===== src/rtl/pc_fetch_redirect_pkg.sv =====
// Shared types and constants for the PC owner / fetch redirect block.
package pc_fetch_pkg;

  typedef enum logic [1:0] {
    BOOT = 2'd0,
    RUN  = 2'd1,
    PEND = 2'd2
  } fetch_state_e;

  localparam logic [31:0] PC_INCR             = 32'd4;
  localparam logic [31:0] DEF_RESET_VECTOR    = 32'h0000_0000;
  localparam logic [31:0] DEF_TRAP_VECTOR     = 32'h0000_0100;
  localparam int unsigned DEF_FLUSH_DEPTH     = 2;

endpackage


===== src/rtl/pc_fetch_redirect_squash_counter.sv =====
// Squash counter: loads the flush depth on a redirect and counts down;
// the IF/ID flush is asserted while the count is non-zero.
module fetch_squash_counter #(
  parameter int unsigned DEPTH = 2
) (
  input  logic clk,
  input  logic reset,
  input  logic load,
  output logic active
);

  localparam logic [2:0] DEPTH3 = 3'(DEPTH);

  logic [2:0] count;

  always_ff @(posedge clk) begin
    if (reset) begin
      count <= 3'd0;
    end else if (load) begin
      count <= DEPTH3;
    end else if (count != 3'd0) begin
      count <= count - 3'd1;
    end
  end

  assign active = (count != 3'd0);

endmodule


===== src/rtl/pc_fetch_redirect.sv =====
// PC owner and fetch sequencer with EX-stage redirect, busy-deferred redirects
// and wrong-path squash. Optional misaligned-target trap: define MISALIGN_TRAP_EN.
module pc_fetch_redirect
  import pc_fetch_pkg::*;
#(
  parameter logic [31:0] RESET_VECTOR = DEF_RESET_VECTOR,
  parameter logic [31:0] TRAP_VECTOR  = DEF_TRAP_VECTOR,
  parameter int unsigned FLUSH_DEPTH  = DEF_FLUSH_DEPTH
) (
  input  logic        clk,
  input  logic        reset,
  input  logic        stall,
  input  logic        imem_busy,
  input  logic        redirect,
  input  logic [31:0] target_addr,
  output logic [31:0] pc,
  output logic [31:0] pc_plus4,
  output logic        fetch_valid,
  output logic        flush_ifid,
  output logic        flush_idex,
  output logic        misalign_exc,
  output logic [31:0] exc_addr
);

`ifdef MISALIGN_TRAP_EN
  localparam bit MISALIGN_ON = 1'b1;
`else
  localparam bit MISALIGN_ON = 1'b0;
`endif

  function automatic logic is_misaligned(input logic [31:0] addr);
    return MISALIGN_ON && (addr[1:0] != 2'b00);
  endfunction

  // Without the trap the low bits are simply dropped.
  function automatic logic [31:0] resolve_target(input logic [31:0] addr);
    return is_misaligned(addr) ? TRAP_VECTOR : {addr[31:2], 2'b00};
  endfunction

  fetch_state_e state, state_nxt;
  logic [31:0]  pc_nxt;
  logic [31:0]  pend_tgt, pend_nxt;
  logic [31:0]  src;
  logic         apply;
  logic         load_sq;

  always_comb begin
    state_nxt = state;
    pc_nxt    = pc;
    pend_nxt  = pend_tgt;
    apply     = 1'b0;
    load_sq   = 1'b0;
    src       = redirect ? target_addr : pend_tgt;
    if (redirect) begin
      load_sq = 1'b1;
      if (imem_busy) begin
        state_nxt = PEND;
        pend_nxt  = target_addr;
      end else begin
        state_nxt = RUN;
        apply     = 1'b1;
      end
    end else begin
      case (state)
        BOOT: state_nxt = RUN;
        PEND: begin
          if (!imem_busy) begin
            state_nxt = RUN;
            apply     = 1'b1;
          end
        end
        default: begin
          if (!imem_busy && !stall) pc_nxt = pc + PC_INCR;
        end
      endcase
    end
    if (apply) pc_nxt = resolve_target(src);
  end

  // Edge: PC, state and the single-cycle ID/EX squash
  always_ff @(posedge clk) begin
    if (reset) begin
      state      <= BOOT;
      pc         <= RESET_VECTOR;
      flush_idex <= 1'b0;
    end else begin
      state      <= state_nxt;
      pc         <= pc_nxt;
      flush_idex <= load_sq;
    end
  end

  // Pending target is data; its validity lives in the PEND state.
  always_ff @(posedge clk) begin
    pend_tgt <= pend_nxt;
  end

  fetch_squash_counter #(
    .DEPTH (FLUSH_DEPTH)
  ) u_squash (
    .clk    (clk),
    .reset  (reset),
    .load   (load_sq),
    .active (flush_ifid)
  );

`ifdef MISALIGN_TRAP_EN
  logic exc_fire;
  assign exc_fire = apply && is_misaligned(src);

  always_ff @(posedge clk) begin
    if (reset) begin
      misalign_exc <= 1'b0;
      exc_addr     <= 32'h0;
    end else begin
      misalign_exc <= exc_fire;
      if (exc_fire) exc_addr <= src;
    end
  end
`else
  assign misalign_exc = 1'b0;
  assign exc_addr     = 32'h0;
`endif

  assign fetch_valid = (state == RUN);
  assign pc_plus4    = pc + PC_INCR;

endmodule


===== config.mk =====
export PLATFORM = sky130hd
export DESIGN_NAME = pc_fetch_redirect
export DESIGN_NICKNAME = d
export VERILOG_FILES = /design/src/rtl/pc_fetch_redirect_pkg.sv /design/src/rtl/pc_fetch_redirect_squash_counter.sv /design/src/rtl/pc_fetch_redirect.sv
export SDC_FILE = /design/constraint.sdc
export NUM_CORES = 1
export LEC_CHECK = 0
export ABC_CLOCK_PERIOD_IN_PS = 3200
export BUFFER_PORTS_ARGS = -buffer_cell sky130_fd_sc_hd__buf_2
export CAP_MARGIN = 20
export CORE_MARGIN = 2
export CORE_UTILIZATION = 40
export CTS_CLUSTER_SIZE = 25
export DETAILED_ROUTE_END_ITERATION = 8
export GPL_TIMING_DRIVEN = 0
export PLACE_DENSITY = 0.7
export SETUP_SLACK_MARGIN = 0.05
export SLEW_MARGIN = 20
export SYNTH_ARGS = -nofsm -noshare
export SYNTH_HDL_FRONTEND = slang
export SYNTH_SLANG_ARGS = --single-unit

===== constraint.sdc =====
create_clock -name clk -period 3.2 [get_ports clk]
set_input_delay 0.64 -clock clk [delete_from_list [all_inputs] [get_ports clk]]
set_output_delay 0.64 -clock clk [all_outputs]
set_load 0.05 [all_outputs]

### Yosys cells after proc, flatten, opt, wreduce, memory -nomap -nowiden

Index checks and enable logic that the tools add are counted.

| operators by class | value |
|---|---|
| bitwise operators | 2 |
| $add $sub $neg | 2 |
| equal/unequal tests | 5 |
| muxes and demuxes | 15 |
| reductions and logical operators | 15 |

Operators with widths:

| cell | count |
|---|---|
| 2-to-1 mux 32 bit | 5 |
| adder 32 x 3 -> 32 bit (second input constant) | 1 |
| 2-to-1 mux 2 bit | 5 |
| AND reduction 3 bit | 2 |
| nonzero test 3 bit | 2 |
| OR reduction 2 bit | 3 |
| 2-to-1 mux 1 bit | 4 |
| != test 2 x 1 -> 1 bit (second input constant) | 2 |
| one-hot mux 2 bit (2 select lines) | 1 |
| AND reduction 2 bit | 2 |
| nonzero test 2 bit | 2 |
| != test 3 bit (second input constant) | 1 |
| subtractor 3 x 1 -> 3 bit (second input constant) | 1 |
| == test 2 x 1 -> 1 bit (second input constant) | 1 |
| == test 2 bit (second input constant) | 1 |
| zero test 1 bit | 2 |
| zero test 2 bit | 1 |
| NOT 1 bit | 2 |
| logical AND 1 bit | 1 |

| storage, ports and cells | value |
|---|---|
| output and inout bits | 100 |
| input port bits | 37 |
| register bits | 70 |
| logic and storage cells | 46 |

### Logic depth before layout (Yosys ltp)

| depth | value |
|---|---|
| word-level depth | 6 |
| depth in mapped cells | 7 |
| mapped depth without buffers | 6 |

### Cells and area by module

Synthesis repeated with hierarchy kept, for this count alone.

| second synthesis, totals | value |
|---|---|
| cell total of the unflattened synthesis | 411 |
| area, all modules | 3895.0 sq um |

Modules (own cells, without submodules):

| module | times used | seq. area each (sq um) | cells each | area an instance (sq um) |
|---|---|---|---|---|
| pc_fetch_redirect | 1 | 1561.5 | 396 | 3757.4 |
| fetch_squash_counter | 1 | 60.1 | 15 | 137.6 |

### Least setup slack after synthesis

No wires, ideal clock.

| timing | value |
|---|---|
| path type | register to output |
| from | register pc[3] |
| to | output port pc_plus4[30] |
| arrival time | 2706 ps |
| slack | -146 ps |
| required time | 2560 ps |
| path buffers | 1 |
| stages on the path, launching flop included | 7 |
| cell sequence | dfxtp_1 ha_1 nand3_1 or4_1 clkbuf_1 nor2_1 xor2_1 |

| between the ends | value |
|---|---|
| word-level cells in the longest chain between the ends | 1 |

Ends and longest elaborated chain:

| what | RTL line | RTL |
|---|---|---|
| start, declared | pc_fetch_redirect.sv:16 | `output logic [31:0] pc,` |
| start signal, assigned | pc_fetch_redirect.sv:88 | `pc <= pc_nxt;` |
| adder 32 x 3 -> 32 bit | pc_fetch_redirect.sv:126 | `assign pc_plus4 = pc + PC_INCR;` |
| end, declared | pc_fetch_redirect.sv:17 | `output logic [31:0] pc_plus4,` |

No other way between the ends.

### Final worst setup path

| timing | value |
|---|---|
| from | register pc[11] |
| to | output port pc_plus4[30] |

The elaborated chain is that of the path after synthesis.

==> results_dict.tcl <==
set metrics [dict create \
    finalClockSkew_ps 10.37 \
    power_density_mw_per_mm2 454.3 \
    worstMarginPinSlew_ps 1037 \
    netlist_top_cells_area "edfxtp_1, dfxtp_1, buf_4" \
    path_clk_slew_ps 70 \
    worstSetupPathType "flop to output pin" \
    dp_hpwl_mm 8.055 \
    hold_buffers 0 \
    fillerInstances 946 \
    drc 0 \
    maxCapViolations 0 \
    endpoint_kind "output pin" \
    synth_top_area_cell "edfxtp_1" \
    area_growth_pct 28.45 \
    via_count 3625 \
    fmax_mhz 324.3 \
    max_stage_delay_ps 550 \
    p_leak_nw 2.203 \
    synth-seq-cells 66 \
    critPathArrivalTime_ps 2440 \
    crit_buf_inv 2 \
    postSynthAreaPerCell_um2 9.232 \
    maxSlewViolCount 0 \
    h-tree-depth 3 \
    wl_mm 10.78 \
    clock_path_buffers 2 \
    hold_class "primary input to flop" \
    peakVddDrop_mv 0.2514 \
    gp_congestion 0.9374 \
    die_h_um 102.8 \
    setup_violations 0 \
    async_reset_ff_share_pct 0 \
    seq_area_frac_synth_pct 41.53 \
    synth.top_cell.area_share_pct 23.07 \
    cts_tree "done" \
    die-area_mm2 0.01057 \
    critPathRequiredTime_ps 2560 \
    vias_per_cell 5.135 \
    critPathTopFamily "simple AND/OR/NAND/NOR gates" \
    antenna_found_initial 0 \
    start_util_pct 40.51 \
    status "complete, no violations" \
    finish.utilization_pct 52.04 \
    crit_path_max_fanout 7 \
    grt_max_degree 17 \
    synthCells 423 \
    yosys_warnings 0 \
    fp.dieW_um 102.8 \
    rrSetupSlack_ps 940 \
    numPortBuffers 96 \
    grt_pass1_vias 3388 \
    cp-start-kind "flop" \
    overflow 0 \
    wl_per_cell_um 15.26 \
    nets 607 \
    yosysMostFrequentCell "nor2_1" \
    firstDrtPassIters 5 \
    grt_setup_unrepaired "true" \
    ant_nets 0 \
    synth_ff_type "dfxtp_1" \
    period_needed_ps 3083 \
    synth_area_mm2 0.003905 \
    hold_violations 0 \
    cts_root_buf "clkbuf_8" \
    grt_util_all_layers_pct 20.15 \
    synth-edff-count 30 \
    post-route-period-util_pct 96.36 \
    cts_sinks 66 \
    rows 36 \
    drtIter0Drc 321 \
    antenna_cells 0 \
    clkLatencyLatePin_ps 350 \
    max_slew_margin_pct 30.70 \
    ios 137 \
    coreArea_mm2 0.009639 \
    cts_inserted_buffers 9 \
    yosys-top-cells-count "nor2_1, buf_4, dfxtp_1, edfxtp_1" \
    place_area_mm2 0.004797 \
    final_area_mm2 0.005016 \
    slowest_stage "or4_1" \
    grt_pass1_wl_mm 16.33 \
    synth_cell_types 48 \
    layout-drive-gt1-share_pct 31.41 \
    cp_cell_sequence "nand4_4, or4_1, clkbuf_1, nor2_2, xor2_2, buf_4" \
]
## sequential cells by signal (all words and copies together) (netlist names)
register	flops
pc	30
pend_tgt	30
u_squash.count	3
state	2
flush_idex	1
## stage by stage
stage	total power [mW]	hold WS (ps)	cells	setup TNS [ps]	setup WS [ps]
4_1_cts	2.281	476.9	705	0	63.35
2_1_floorplan	1.554	482.3	459	0	51.33
5_1_grt	2.372	478.3	706	0	31.88
6_report	2.279	481.9	706	0	116.6
3_5_place_dp	1.707	507.9	689	0	264.0
3_3_place_gp	1.692	500.3	688	-8878	-297.2
## power by group
group          switching [mW]  leakage, nW  internal, mW
Combinational           0.501         1.55         0.190
Clock                   0.301       0.0734         0.281
Sequential             0.0602        0.578         0.946
## final timing paths
kind / from / end / cells past startpoint
hold reg to reg: pc[14] / pc[14] / 2
hold / removal: target_addr[29] / pend_tgt[29] / 1
setup reg to reg: pc[6] / pc[24] / 7
setup / recovery: pc[11] / pc_plus4[30] / 6
## cell type report
| type | instances | area (um^2) | area share [%] |
|---|---|---|---|
| clock inverter | 1 | 3.754 | 0.07483 |
| clock buffer | 15 | 146.4 | 2.918 |
| sequential | 66 | 1624 | 32.38 |
| tap | 133 | 166.4 | 3.318 |
| multi-input combinational | 324 | 2147 | 42.80 |
| inverter | 7 | 26.28 | 0.5238 |
| timing repair buffer | 98 | 520.5 | 10.38 |
| buffer | 62 | 381.6 | 7.608 |
## cell families (layout without fill, tap and decap cells)
kind of cell / count (synthesis) / in the layout / synth area share, %
simple gates: 145 / 145 / 20.22
buf+inv: 69 / 183 / 10.45
compound gates: 78 / 78 / 12.24
mux: 27 / 27 / 6.985
xor+xnor: 35 / 35 / 7.850
fa+ha+maj: 2 / 2 / 0.6407
flops: 66 / 66 / 41.53
other cells: 1 / 37 / 0.09603
## metal layers
metal	GRT usage (%)	share of wire, %	vias to the layer above
li1	-	-	1750
met1	25.20	42	1671
met2	32.63	47	175
met3	5.559	8.2	29
met4	9.008	3.0	0
met5	0	0	-
## cells in the final DEF (no fill, tap or decap), drive strengths merged, types with 3 or more instances in the layout
cell type / n
nand2: 16
nor4: 6
o211ai: 3
nand3: 16
nand4: 15
or4: 3
nor3: 8
nand2b: 3
a211oi: 10
a21oi: 26
o21ai: 17
clkbuf: 30
mux2i: 25
edfxtp: 30
and3: 4
nor2: 44
nor2b: 7
xor2: 9
xnor2: 26
nor3b: 5
a31oi: 11
dfxtp: 36
inv: 6
or3: 8
buf: 145
and4: 5
conb: 37
## repair_timing
item | CTS | global route
setup buffers | 0 | 1
endpoints found under the setup margin | 6 | 9
resized for setup | 5 | 9
Note: power is estimated with default switching activity, not from simulation.
